## src/rtl/seq_divider_8bit_if.sv

```systemverilog
// Operand/result handshake bundle for seq_divider_8bit.
// The slave modport is the divider side; the master modport is the operand source and result sink.
interface seq_divider_8bit_if #(
  parameter int unsigned DW = 8
);
  localparam int unsigned NW = 2 * DW - 1;

  logic          in_valid;
  logic          in_ready;
  logic [NW-1:0] dividend;
  logic [DW-1:0] divisor;
  logic          out_valid;
  logic          out_ready;
  logic [NW-1:0] quotient;
  logic [DW-1:0] remainder;
  logic          div_zero;
  logic          q_ovf;

  modport slave (
    input  in_valid, dividend, divisor, out_ready,
    output in_ready, out_valid, quotient, remainder, div_zero, q_ovf
  );

  modport master (
    output in_valid, dividend, divisor, out_ready,
    input  in_ready, out_valid, quotient, remainder, div_zero, q_ovf
  );
endinterface

```

## src/rtl/seq_divider_8bit.sv

```systemverilog
// Sequential restoring divider: a (2*DW-1)-bit dividend over a DW-bit divisor, one quotient bit per cycle.
// Optional macro DIV_OVF_CHECK_EN flags quotients that do not fit in DW bits; without it q_ovf is tied to 0.
module seq_divider_8bit #(
  parameter int unsigned DW = 8
) (
  input logic                clk,
  input logic                rst_n,
  seq_divider_8bit_if.slave  bus
);
  localparam int unsigned NW = 2 * DW - 1;
  localparam int unsigned CW = $clog2(NW);

  typedef enum logic [1:0] {
    S_IDLE = 2'd0,
    S_CALC = 2'd1,
    S_DONE = 2'd2
  } state_t;

  state_t        r_state,     w_state_n;
  logic [CW-1:0] r_cnt,       w_cnt_n;
  logic [NW-1:0] r_q,         w_q_n;
  logic [DW-1:0] r_part,      w_part_n;
  logic [DW-1:0] r_dvs,       w_dvs_n;
  logic [NW-1:0] r_quotient,  w_quotient_n;
  logic [DW-1:0] r_remainder, w_remainder_n;
  logic          r_div_zero,  w_div_zero_n;
  logic          r_in_ready,  w_in_ready_n;
  logic          r_out_valid, w_out_valid_n;

  // One restoring step: shift in the next dividend bit, subtract if it fits.
  // The remainder always stays below the divisor, so only its low DW bits are held.
  logic [DW:0]   w_t;
  logic          w_ge;
  logic [DW-1:0] w_diff;

  assign w_t    = {r_part, r_q[NW-1]};
  assign w_ge   = (w_t >= {1'b0, r_dvs});
  assign w_diff = DW'(w_t - {1'b0, r_dvs});

`ifdef DIV_OVF_CHECK_EN
  logic r_q_ovf, w_q_ovf_n;
`endif

  // Next-state and datapath update.
  always_comb begin
    w_state_n     = r_state;
    w_cnt_n       = r_cnt;
    w_q_n         = r_q;
    w_part_n      = r_part;
    w_dvs_n       = r_dvs;
    w_quotient_n  = r_quotient;
    w_remainder_n = r_remainder;
    w_div_zero_n  = r_div_zero;
`ifdef DIV_OVF_CHECK_EN
    w_q_ovf_n     = r_q_ovf;
`endif

    unique case (r_state)
      S_IDLE: begin
        if (bus.in_valid) begin
          if (bus.divisor != '0) begin
            w_q_n     = bus.dividend;
            w_dvs_n   = bus.divisor;
            w_part_n  = '0;
            w_cnt_n   = CW'(NW - 1);
            w_state_n = S_CALC;
          end else begin
            w_quotient_n  = '1;
            w_remainder_n = bus.dividend[DW-1:0];
            w_div_zero_n  = 1'b1;
`ifdef DIV_OVF_CHECK_EN
            w_q_ovf_n     = 1'b1;
`endif
            w_state_n     = S_DONE;
          end
        end
      end

      S_CALC: begin
        w_q_n    = {r_q[NW-2:0], w_ge};
        w_part_n = w_ge ? w_diff : w_t[DW-1:0];
        if (r_cnt == '0) begin
          w_quotient_n  = w_q_n;
          w_remainder_n = w_part_n;
          w_div_zero_n  = 1'b0;
`ifdef DIV_OVF_CHECK_EN
          w_q_ovf_n     = |w_q_n[NW-1:DW];
`endif
          w_state_n     = S_DONE;
        end else begin
          w_cnt_n = r_cnt - CW'(1);
        end
      end

      S_DONE: begin
        if (bus.out_ready) begin
          w_state_n = S_IDLE;
        end
      end

      default: begin
        w_state_n = S_IDLE;
      end
    endcase

    // Handshake flags are registered copies of the state being entered.
    w_in_ready_n  = (w_state_n == S_IDLE);
    w_out_valid_n = (w_state_n == S_DONE);
  end

  // State and datapath registers.
  always_ff @(posedge clk or negedge rst_n) begin
    if (!rst_n) begin
      r_state     <= S_IDLE;
      r_cnt       <= '0;
      r_q         <= '0;
      r_part      <= '0;
      r_dvs       <= '0;
      r_quotient  <= '0;
      r_remainder <= '0;
      r_div_zero  <= 1'b0;
      r_in_ready  <= 1'b1;
      r_out_valid <= 1'b0;
    end else begin
      r_state     <= w_state_n;
      r_cnt       <= w_cnt_n;
      r_q         <= w_q_n;
      r_part      <= w_part_n;
      r_dvs       <= w_dvs_n;
      r_quotient  <= w_quotient_n;
      r_remainder <= w_remainder_n;
      r_div_zero  <= w_div_zero_n;
      r_in_ready  <= w_in_ready_n;
      r_out_valid <= w_out_valid_n;
    end
  end

`ifdef DIV_OVF_CHECK_EN
  always_ff @(posedge clk or negedge rst_n) begin
    if (!rst_n) begin
      r_q_ovf <= 1'b0;
    end else begin
      r_q_ovf <= w_q_ovf_n;
    end
  end

  assign bus.q_ovf = r_q_ovf;
`else
  assign bus.q_ovf = 1'b0;
`endif

  assign bus.in_ready  = r_in_ready;
  assign bus.out_valid = r_out_valid;
  assign bus.quotient  = r_quotient;
  assign bus.remainder = r_remainder;
  assign bus.div_zero  = r_div_zero;
endmodule
```

## src/flat_wrapper.sv

```systemverilog
// flat-port wrapper written by rule: the top's interface ports become plain ports
module seq_divider_8bit_flat 
#(
  parameter int unsigned DW = 8
)
  (clk, rst_n, bus_in_valid, bus_dividend, bus_divisor, bus_out_ready, bus_in_ready, bus_out_valid, bus_quotient, bus_remainder, bus_div_zero, bus_q_ovf);
  seq_divider_8bit_if #(.DW(DW)) bus_i ();
  input logic clk;
  input logic rst_n;
  input wire logic [$bits(bus_i.in_valid)-1:0] bus_in_valid;
  input wire logic [$bits(bus_i.dividend)-1:0] bus_dividend;
  input wire logic [$bits(bus_i.divisor)-1:0] bus_divisor;
  input wire logic [$bits(bus_i.out_ready)-1:0] bus_out_ready;
  output wire logic [$bits(bus_i.in_ready)-1:0] bus_in_ready;
  output wire logic [$bits(bus_i.out_valid)-1:0] bus_out_valid;
  output wire logic [$bits(bus_i.quotient)-1:0] bus_quotient;
  output wire logic [$bits(bus_i.remainder)-1:0] bus_remainder;
  output wire logic [$bits(bus_i.div_zero)-1:0] bus_div_zero;
  output wire logic [$bits(bus_i.q_ovf)-1:0] bus_q_ovf;
  assign bus_i.in_valid = bus_in_valid;
  assign bus_i.dividend = bus_dividend;
  assign bus_i.divisor = bus_divisor;
  assign bus_i.out_ready = bus_out_ready;
  assign bus_in_ready = bus_i.in_ready;
  assign bus_out_valid = bus_i.out_valid;
  assign bus_quotient = bus_i.quotient;
  assign bus_remainder = bus_i.remainder;
  assign bus_div_zero = bus_i.div_zero;
  assign bus_q_ovf = bus_i.q_ovf;
  seq_divider_8bit #(.DW(DW)) u_core (.clk(clk), .rst_n(rst_n), .bus(bus_i));
endmodule
```

## config.mk

```make
export PLATFORM = sky130hd
export DESIGN_NAME = seq_divider_8bit_flat
export DESIGN_NICKNAME = d
export VERILOG_FILES = /design/src/rtl/seq_divider_8bit_if.sv /design/src/rtl/seq_divider_8bit.sv /design/src/flat_wrapper.sv
export SDC_FILE = /design/constraint.sdc
export NUM_CORES = 1
export LEC_CHECK = 0
export CELL_PAD_IN_SITES_DETAIL_PLACEMENT = 0
export CELL_PAD_IN_SITES_GLOBAL_PLACEMENT = 1
export CORE_AREA = 2 2 125 78
export DETAILED_ROUTE_END_ITERATION = 8
export DIE_AREA = 0 0 127 80
export PLACE_DENSITY_LB_ADDON = 0.1
export SLEW_MARGIN = 20
export SYNTH_ARGS = -nofsm -noshare
export SYNTH_HDL_FRONTEND = slang
export SYNTH_SLANG_ARGS = --single-unit
```

## constraint.sdc

```tcl
create_clock -name clk -period 2 [get_ports clk]
set_input_delay 0.4 -clock clk [delete_from_list [all_inputs] [get_ports clk]]
set_output_delay 0.4 -clock clk [all_outputs]
set_load 0.02 [all_outputs]
```

-- Word-level counts from Yosys, hierarchy flattened
Cells that the tools add are included.
- bits in read-only memories: 0
- memories kept: 0
- word-level logic and storage cells: 58
- memory bits (writable): 0
- bits in registers: 63
- output and inout port bits: 27
- bits in latches: 0
- divide/modulo/power cells: 0
- order comparisons: 1
- bitwise operators: 0
- shift operators: 0
- multiplexer cells: 28
- add/sub/neg operators: 2
- reduce and logical (&&, ||, !) cells: 9
- eq/ne operators: 8
- $mul: 0
- operators with widths (cell ; number):
    $mux W15 ; 5
    $pmux W15 S2 ; 2
    $mux W8 ; 6
    $pmux W8 S2 ; 2
    $mux W4 ; 3
    $ge A9 B8 Y1 ; 1
    $mux W2 ; 4
    $pmux W4 S2 ; 1
    $reduce_and A4 Y1 ; 2
    $reduce_bool A8 Y1 ; 1
    $sub A8 B8 Y8 ; 1
    $ne A2 B2 Y1 const B ; 3
    $pmux W2 S3 ; 1
    $reduce_and A3 Y1 ; 2
    $eq A2 B2 Y1 const B ; 2
    $logic_not A2 Y1 ; 2
    $logic_not A4 Y1 ; 1
    $ne A2 B1 Y1 const B ; 2
    $sub A4 B1 Y4 const B ; 1
    $mux W1 ; 3
    $eq A2 B1 Y1 const B ; 1
    $pmux W1 S2 ; 1
    $reduce_bool A2 Y1 ; 1

-- Depth between registers and ports, before layout
Gate-level depths: netlist (run 1).
- depth after elaboration: 5
- gate-level depth with buffers: 9
- gate-level depth less buffers: 9

-- Worst setup path after synthesis (run 1)
OpenSTA, ideal clock, no wires.
- kind: register to register
- start: register u_core.r_part[2]
- end: register u_core.r_part[0]
- path buffers: 0
- clock period less this slack: 1.929 ns
- data arrival time: 1.846 ns
- cell stages (with the launch flop): 8
- setup slack: 0.071 ns
- setup time: 0.083 ns
- path through: dfrtp_1 -> ha_1 -> a21o_1 -> a21oi_2 -> o2111ai_2 -> nand2_4 -> mux2_4 -> o21ai_0
- word-level cells in the longest chain between the ends: 3
- RTL lines (element ; RTL line ; text):
    from (decl) ; seq_divider_8bit.sv:22 ; logic [DW-1:0] r_part, w_part_n;
    from (signal assigned) ; seq_divider_8bit.sv:128 ; r_part <= w_part_n;
    $ge A9 B8 Y1 ; seq_divider_8bit.sv:37 ; assign w_ge = (w_t >= {1'b0, r_dvs});
    $mux W8 ; seq_divider_8bit.sv:81 ; w_part_n = w_ge ? w_diff : w_t[DW-1:0];
    $pmux W8 S2 ; seq_divider_8bit.sv:58 ; unique case (r_state)
Every way passes these cells.
A chain may end at the register's enable or synchronous reset.

-- Worst setup path in the final report (run 1)
- start: register u_core.r_q[14]
- end: register u_core.r_part[6]
- word-level cells in the longest chain between the ends: 3
- elaborated cells between the ends (all ways): 4
- classes of those cells: add/sub (1); order compare (1); mux (2)
- RTL lines (element ; RTL line ; text):
    from (decl) ; seq_divider_8bit.sv:21 ; logic [NW-1:0] r_q, w_q_n;
    from (signal assigned) ; seq_divider_8bit.sv:127 ; r_q <= w_q_n;
    $sub A8 B8 Y8 / $ge A9 B8 Y1 (equally long branches) ; seq_divider_8bit.sv:38, seq_divider_8bit.sv:37 ;
    $mux W8 * ; seq_divider_8bit.sv:81 ;
    $pmux W8 S2 * ; seq_divider_8bit.sv:58 ;
Every way passes the cells marked *; elsewhere a longest branch is shown, timed or not.

==> results_dict.tcl, run 1 <==
set metrics [dict create \
    dp_cells 522 \
    die_h_um 80 \
    place_hpwl_um 5800 \
    final-setup-viol-count 4 \
    syn-cell-area_um2 3180 \
    synthCells 341 \
    synth_cell_types 48 \
    grt_overflow_total 0 \
    crit_path_end_kind "flop" \
    fin_crit_sh 1.04 \
    finalPower_w 0.00894 \
    worst_slack_ns -0.0760 \
    grt_use_total 0.178 \
    tightest_slew_ns 0.515 \
    seq_area_frac_synth 0.495 \
    drt-initial-drc-count 166 \
    cts_buffers 9 \
    synth_top_family_by_area "simple AND/OR/NAND/NOR gates" \
    syn_avg_cell_area_um2 9.34 \
    synthAdderAreaFrac 0.0417 \
    row_count 27 \
    wl_per_cell_um 16.0 \
    chipWidth_um 127 \
    layout_common_cells "nand2_1, dfrtp_1, clkdlybuf4s50_1" \
    arrival_ns 2.32 \
    fin_hold_ws_ns 0.0614 \
    gp_congestion 0.832 \
    cp_max_fo 2 \
    pin_count 54 \
    yosysWarnings 0 \
    maxSlewHeadroom 0.657 \
    grt_pass1_wl_um 13800 \
    final_net_count 464 \
    hold_class "in2async" \
    cellPowerDensity_nw_per_um2 1900 \
    setup_tns_ns -0.169 \
    p_leak_nw 1.93 \
    vias 2706 \
    area_delta_synth_final_pct 47.7 \
    syn-num-nets 378 \
    slew_violations 0 \
    start_util 0.354 \
    ctsRootBufferMaster "clkbuf_16" \
    cp.required_ns 2.24 \
    rsz0062_at_grt "yes" \
    fmax_ghz 0.482 \
    antenna_found_initial 0 \
    fillerInstances 820 \
    drive_above_1_share 0.280 \
    finalHoldViolations 0 \
    grt_pass1_vias 2751 \
    cp-start-kind "flop" \
    synth_compound_area_frac 0.182 \
    synth_edf_count 0 \
    peakVddDrop_mv 0.911 \
    grt_max_degree 64 \
    coreArea_um2 8990 \
    fin_util 0.523 \
    status "finished, violations left" \
    fin_cells 548 \
    register_area_um2 1580 \
    ys_ff_latch 63 \
    drv_cap 0 \
    violations "setup timing" \
    firstDrtPassIters 4 \
    multiInputGateArea_um2 1660 \
    synth_xor_area_frac 0.0138 \
    clock_latency_ns 0.34 \
    h-tree-depth 3 \
    finClkSkew_ns 0.00516 \
    num_antenna_cells 0 \
    port_buffers 52 \
    clkTransAtPathRegs_ns 0.05 \
    cts.sinks 63 \
    ant_nets 0 \
    dieArea_um2 10200 \
    cts_buffer_depth 2 \
    routed_via_density 4.94 \
    path_class "reg2reg" \
    synthMuxAreaShare 0.0283 \
    synth_simple_gate_area_share 0.189 \
    drc 0 \
    ys.flop_type "dfrtp_1" \
    async_flop_share 1.00 \
    cts_tree "done" \
    wl_um 8760 \
    period_minus_slack_ns 2.08 \
]
## power breakdown
group	internal, W	switching [W]
clock	0.000902	0.000568
combinational	0.00253	0.00267
sequential	0.00186	0.000415
total	0.00529	0.00365
## kinds of logic (layout without fill, tap and decap cells)
logic type / count (synthesis) / in the layout
simple gates: 134 / 134
compound gates: 89 / 89
flops: 63 / 63
buf+inv: 31 / 122
fa+ha+maj: 10 / 10
mux: 8 / 8
xor+xnor: 5 / 5
other cells: 1 / 1
## flip-flops by register name, summed over array words and instances (netlist names)
signal                cells
u_core.bus.div_zero       1
u_core.bus.in_ready       1
u_core.bus.out_valid      1
u_core.bus.quotient      15
u_core.bus.remainder      8
u_core.r_cnt              4
u_core.r_dvs              8
u_core.r_part             8
u_core.r_q               15
u_core.r_state            2
## worst max-delay path, cell delays in order, from the launching register on
cell,delay (ns)
dfrtp_1,0.39
inv_2,0.08
ha_4,0.13
fa_2,0.23
nor2b_4,0.06
o31ai_4,0.19
or4b_4,0.49
o311ai_2,0.10
mux2i_1,0.14
o21ai_1,0.19
## layer usage
layer | GRT usage | vias to the layer above | wire length [µm]
met5 | 0 | - | 0
met1 | 0.256 | 1300 | 4690
li1 | - | 1344 | -
met3 | 0.0583 | 8 | 372
met4 | 0.0527 | 0 | 79
met2 | 0.254 | 54 | 3620
## Yosys cell counts, types with 2 or more instances
cell      count  area [µm²]
nand2b_1      3        18.8
clkbuf_1      4        15.0
nor4_1        3        18.8
nand2_1      61         229
o21a_1        2        15.0
a21o_1        3        22.5
xnor2_1       3        26.3
nor2_1       40         150
nor2b_1       3        18.8
mux2i_1       6        60.1
buf_2         7        35.0
mux2_4        2        30.0
xor2_1        2        17.5
inv_1        14        52.6
buf_4         2        15.0
o21ai_0      31         155
a21oi_2      12         105
buf_6         3        33.8
ha_1          9         113
nor3_1        2        10.0
a21oi_1      12        60.1
dfrtp_1      62        1550
a31oi_1      17         106
nand3_1      11        55.1
o21ai_1       4        20.0
## metrics by stage
stage / setup WS (ns) / area (µm²)
after floorplan: 0.0712 / 3180
after global placement: -0.173 / 4080
after detailed placement: -0.233 / 4080
after CTS: -0.0694 / 4440
after global routing: -0.148 / 4700
final: -0.0760 / 4700
## timing repair
item,in CTS,in global routing
hold buffers,0,0
pin swaps,4,11
resized for setup,8,49
cloned,0,3
setup endpoints to repair,13,29
setup buffers,3,4
## area by class of cell
class | count | share of cell area
clock buffer | 13 | 0.0553
clock inverter | 3 | 0.00373
inverter | 14 | 0.0112
multi-input combinational | 247 | 0.353
sequential | 63 | 0.336
tap | 116 | 0.0309
timing repair buffer | 92 | 0.209
## final timing paths
check                                         end  slack (ns)  depth (start not counted)                    from
setup / recovery                 u_core.r_part[6]       -0.08                          9          u_core.r_q[14]
hold / removal                    u_core.r_dvs[7]        0.06                          2                   rst_n
setup reg to reg                 u_core.r_part[6]       -0.08                          9          u_core.r_q[14]
hold reg to reg            u_core.bus.quotient[7]        0.52                          2  u_core.bus.quotient[7]
max in group asynchronous     u_core.bus.in_ready        1.60                          2                   rst_n
min in group clk                  u_core.r_dvs[2]        0.36                          3          bus_divisor[2]
No activity file was read; power rests on OpenSTA's default activity.
==> inputs of run 2 (changes only) <==
SKIP_CTS_REPAIR_TIMING = 1   (was default)
==> run 2 against run 1 <==
  * The flow still finishes with violations (setup timing)
  * Die area stayed put
  * First-iteration DRC count is 10% higher
  * Utilization shrank 0.92 points
  * Critical path depth is the same
  * Critical path type unchanged
  * Maximum frequency down 2.3%
  * Cell count fell by 0.36%
==> results_dict.tcl, run 2 (synthesis gave the netlist of run 1 again) <==
set metrics [dict create \
    crit_start "u_core.r_q[14]" \
    finalHoldViolations 0 \
    wl_per_cell_um 15.8 \
    grt_pass1_vias 2713 \
    cts.sinks 63 \
    finClkSkew_ns 0.00417 \
    critPathSlowestCell "or4b_4" \
    h-tree-depth 3 \
    path_cells "inv_2 > ha_4 > fa_2 > nor2b_4 > o31ai_4 > or4b_4 > o311ai_2 > mux2i_1 > o21ai_1" \
    num_antenna_cells 0 \
    drv_cap 0 \
    antenna_found_initial 0 \
    path_class "reg2reg" \
    dieArea_um2 10200 \
    routed_via_density 4.90 \
    peakVddDrop_mv 0.887 \
    timing.rr.start "u_core.r_q[14]" \
    cp-start-kind "flop" \
    cellPowerDensity_nw_per_um2 1910 \
    ctsRootBufferMaster "clkbuf_16" \
    tightest_slew_ns 0.510 \
    port_buffers 52 \
    status "finished, violations left" \
    maxSlewHeadroom 0.660 \
    final_common_cell "dfrtp_1" \
    fmax_ghz 0.470 \
    gp_congestion 0.832 \
    clock_latency_ns 0.33 \
    crit_end "u_core.r_part[6]" \
    post-place-ws_ns -0.233 \
    drt-initial-drc-count 183 \
    place_area_um2 4080 \
    fin_crit_sh 1.06 \
    cp_max_fo 2 \
    coreArea_um2 8990 \
    max_stage_delay_ns 0.49 \
    arrival_ns 2.37 \
    vias 2676 \
    slew_violations 0 \
    fin_area_um2 4620 \
    final_net_count 462 \
    layout_common_cells "dfrtp_1, nand2_1, clkdlybuf4s50_1" \
    critPathTopFamily "simple AND/OR/NAND/NOR gates" \
    period_minus_slack_ns 2.13 \
    wl_um 8620 \
    row_count 27 \
    final-setup-viol-count 5 \
    chipWidth_um 127 \
    rsz0062_at_grt "yes" \
    grt_max_degree 64 \
    violations "setup timing" \
    firstDrtPassIters 4 \
    drive_above_1_share 0.240 \
    cts_buffer_depth 2 \
    drc 0 \
    cts_tree "done" \
    r2r_end "u_core.r_part[6]" \
    start_util 0.354 \
    cp.required_ns 2.24 \
    cp.depth 9 \
    area_delta_synth_final_pct 45.1 \
    cts_buffers 9 \
    ant_nets 0 \
    clkTransAtPathRegs_ns 0.05 \
    crit_buf_inv 1 \
    grt_overflow_total 0 \
    fin_hold_ws_ns 0.0690 \
    grt_pass1_wl_um 13700 \
    crit_path_end_kind "flop" \
    die_h_um 80 \
    reg2reg_slack_ns -0.13 \
    place_hpwl_um 5800 \
    worst_slack_ns -0.126 \
    hold_class "in2async" \
    p_leak_nw 1.92 \
    ff2ff_path_depth 9 \
    grt_use_total 0.176 \
    pin_count 54 \
]
-- run 2: cell count changes in the layout (fill, tap and decap cells not counted), moves of 2 or more --
| cell | previous run | this run |
|---|---|---|
| nor2_1 | 31 | 40 |
| nor2_2 | 9 | 0 |
| dfrtp_1 | 59 | 62 |
| dfrtp_2 | 3 | 0 |
| ha_1 | 2 | 4 |
| o21ai_0 | 22 | 24 |
| o21ai_1 | 11 | 9 |
-- run 2: layout make-up --
cell class	instances	area [µm²]
Clock inverter	3	17.5
Inverter	14	52.6
Multi-Input combinational cell	247	1620
Clock buffer	13	260
Timing Repair Buffer	90	948
Fill cell	834	4370
Sequential cell	63	1580
Tap cell	116	145
-- run 2: routing by layer --
metal | global-route usage | part of all wire | vias to the layer above
met5 | 0 | 0 | -
met4 | 0.0527 | 0.0089 | 0
met3 | 0.0583 | 0.057 | 8
met2 | 0.248 | 0.41 | 57
met1 | 0.255 | 0.52 | 1273
li1 | - | - | 1338
-- run 2: worst register-to-register path, stage by stage (launching register included) --
cell and delay, ns:
dfrtp_1 0.39, inv_2 0.08, ha_4 0.14, fa_2 0.24, nor2b_4 0.06, o31ai_4 0.20
or4b_4 0.49, o311ai_2 0.10, mux2i_1 0.15, o21ai_1 0.20
-- run 2: worst min-delay path by stage --
stage	start	end	slack, ns	cells past startpoint
after global routing	rst_n	u_core.r_dvs[7]	0.1	2
after floorplan	rst_n	u_core.bus.div_zero	0.10	0
after detailed placement	rst_n	u_core.r_dvs[5]	0.45	2
after global placement	rst_n	u_core.r_dvs[6]	0.44	2
final	rst_n	u_core.r_dvs[7]	0.07	2
after CTS	rst_n	u_core.r_dvs[7]	0.08	2
-- run 2: where the power goes --
group | leakage, nW | switching [W] | internal (W)
Combinational | 1.09 | 0.00266 | 0.00246
Clock | 0.136 | 0.000560 | 0.000902
Sequential | 0.693 | 0.000400 | 0.00185
Total | 1.92 | 0.00362 | 0.00521
-- run 2: per-stage QoR --
step / cells / util / TNS [ns] / power, W
floorplan: 341 / - / 0 / 0.00505
global placement: 522 / 0.454 / -6.84 / 0.00641
detailed placement: 522 / 0.454 / -8.90 / 0.00647
CTS: 538 / 0.485 / -0.747 / 0.00798
global route: 546 / 0.514 / -1.18 / 0.00951
finish: 546 / 0.514 / -0.277 / 0.00883
==> inputs of run 3 (changes only) <==
MAX_ROUTING_LAYER = met4   (was default)
==> run 3 against run 2 <==
  * The flow still finishes with violations (setup timing)
  * Critical path type unchanged
  * Utilization unchanged
  * Highest routed layer unchanged
  * Largest power group unchanged
  * Via count increased by 0.45%
  * Cell count unchanged
==> results_dict.tcl, run 3 (synthesis gave the netlist of run 1 again) <==
set metrics [dict create \
    final_net_count 462 \
    ff2ff_path_depth 9 \
    violations "setup timing" \
    p_leak_nw 1.92 \
    place_hpwl_um 5800 \
    arrival_ns 2.37 \
    crit_path_end_kind "flop" \
    max_stage_delay_ns 0.49 \
    critPathTopFamily "simple AND/OR/NAND/NOR gates" \
    period_minus_slack_ns 2.12 \
    fmax_ghz 0.471 \
    cts_tree "done" \
    grt_pass1_vias 2708 \
    layout_common_cells "dfrtp_1, nand2_1, clkdlybuf4s50_1" \
    h-tree-depth 3 \
    grt_pass1_wl_um 13700 \
    crit_start "u_core.r_q[14]" \
    critPathSlowestCell "or4b_4" \
    path_cells "inv_2 > ha_4 > fa_2 > nor2b_4 > o31ai_4 > or4b_4 > o311ai_2 > mux2i_1 > o21ai_1" \
    clkTransAtPathRegs_ns 0.05 \
    r2r_end "u_core.r_part[6]" \
    drv_cap 0 \
    row_count 27 \
    hold_class "in2async" \
    slew_violations 0 \
    final_common_cell "dfrtp_1" \
    cp.required_ns 2.24 \
    dp_cells 522 \
    fin_area_um2 4620 \
    final-setup-viol-count 5 \
    wl_um 8630 \
    grt_overflow_total 0 \
    die_h_um 80 \
    area_delta_synth_final_pct 45.1 \
    clock_latency_ns 0.33 \
    tightest_slew_ns 0.505 \
    grt_use_total 0.181 \
    drt-initial-drc-count 182 \
    place_area_um2 4080 \
    gp_congestion 0.845 \
    crit_buf_inv 1 \
    finalHoldViolations 0 \
    reg2reg_slack_ns -0.12 \
    chipWidth_um 127 \
    worst_slack_ns -0.124 \
    timing.rr.start "u_core.r_q[14]" \
    ctsRootBufferMaster "clkbuf_16" \
    rsz0062_at_grt "yes" \
    coreArea_um2 8990 \
    cp_max_fo 2 \
    vias 2688 \
    fin_cells 546 \
    pin_count 54 \
    peakVddDrop_mv 0.884 \
    num_antenna_cells 0 \
    path_class "reg2reg" \
    routed_via_density 4.92 \
    drc 0 \
    finClkSkew_ns 0.00492 \
    fin_crit_sh 1.06 \
    wl_per_cell_um 15.8 \
    cellPowerDensity_nw_per_um2 1910 \
    start_util 0.354 \
    cts_buffers 9 \
    cts_buffer_depth 2 \
    dieArea_um2 10200 \
    antenna_found_initial 0 \
    status "finished, violations left" \
    drive_above_1_share 0.240 \
    grt_max_degree 64 \
    cp-start-kind "flop" \
    port_buffers 52 \
    firstDrtPassIters 4 \
    ant_nets 0 \
    maxSlewHeadroom 0.662 \
    setup_tns_ns -0.268 \
    cts.sinks 63 \
]
==> run 3: cell counts in the layout (fill, tap and decap cells not counted) <==
Identical to the previous run, type by type.
==> run 3: worst max path at each step <==
stage / to / slack, ns / depth (start not counted)
detailed placement: u_core.r_q[13] / -0.23 / 8
CTS: u_core.r_part[6] / -0.14 / 9
floorplan: u_core.r_part[0] / 0.07 / 7
global placement: u_core.r_q[12] / -0.17 / 8
finish: u_core.r_part[6] / -0.12 / 9
global route: u_core.r_part[6] / -0.19 / 9
==> run 3: stage by stage <==
stage | power [W] | hold WS (ns) | setup WS [ns] | utilization
after floorplan | 0.00505 | 0.104 | 0.0712 | -
after global placement | 0.00641 | 0.445 | -0.173 | 0.454
after detailed placement | 0.00647 | 0.448 | -0.233 | 0.454
after CTS | 0.00798 | 0.0844 | -0.138 | 0.485
after global routing | 0.00951 | 0.0953 | -0.186 | 0.514
final | 0.00882 | 0.0585 | -0.124 | 0.514
==> run 3: final cells by class <==
cell class | count | area (µm²)
clock buffer | 13 | 260
fill | 834 | 4370
timing repair buffer | 90 | 948
tap | 116 | 145
sequential | 63 | 1580
inverter | 14 | 52.6
multi-input combinational | 247 | 1620
clock inverter | 3 | 17.5
==> run 3: metal layers <==
metal,vias up,share of wire,global-route usage
met1,1290,0.53,0.256
li1,1339,-,-
met3,6,0.047,0.0570
met4,0,0.0056,0.0527
met5,-,0,-
met2,53,0.42,0.247
==> run 3: report_power, final <==
group | switching, W | internal (W) | total, W
sequential | 0.000397 | 0.00185 | 0.00225
combinational | 0.00265 | 0.00246 | 0.00510
clock | 0.000564 | 0.000902 | 0.00147
==> run 3: worst register-to-register path, cell delays in order (launching register included) <==
cell and delay (ns):
dfrtp_1 0.39, inv_2 0.08, ha_4 0.14, fa_2 0.24, nor2b_4 0.06, o31ai_4 0.19, or4b_4 0.49, o311ai_2 0.10
mux2i_1 0.15, o21ai_1 0.21
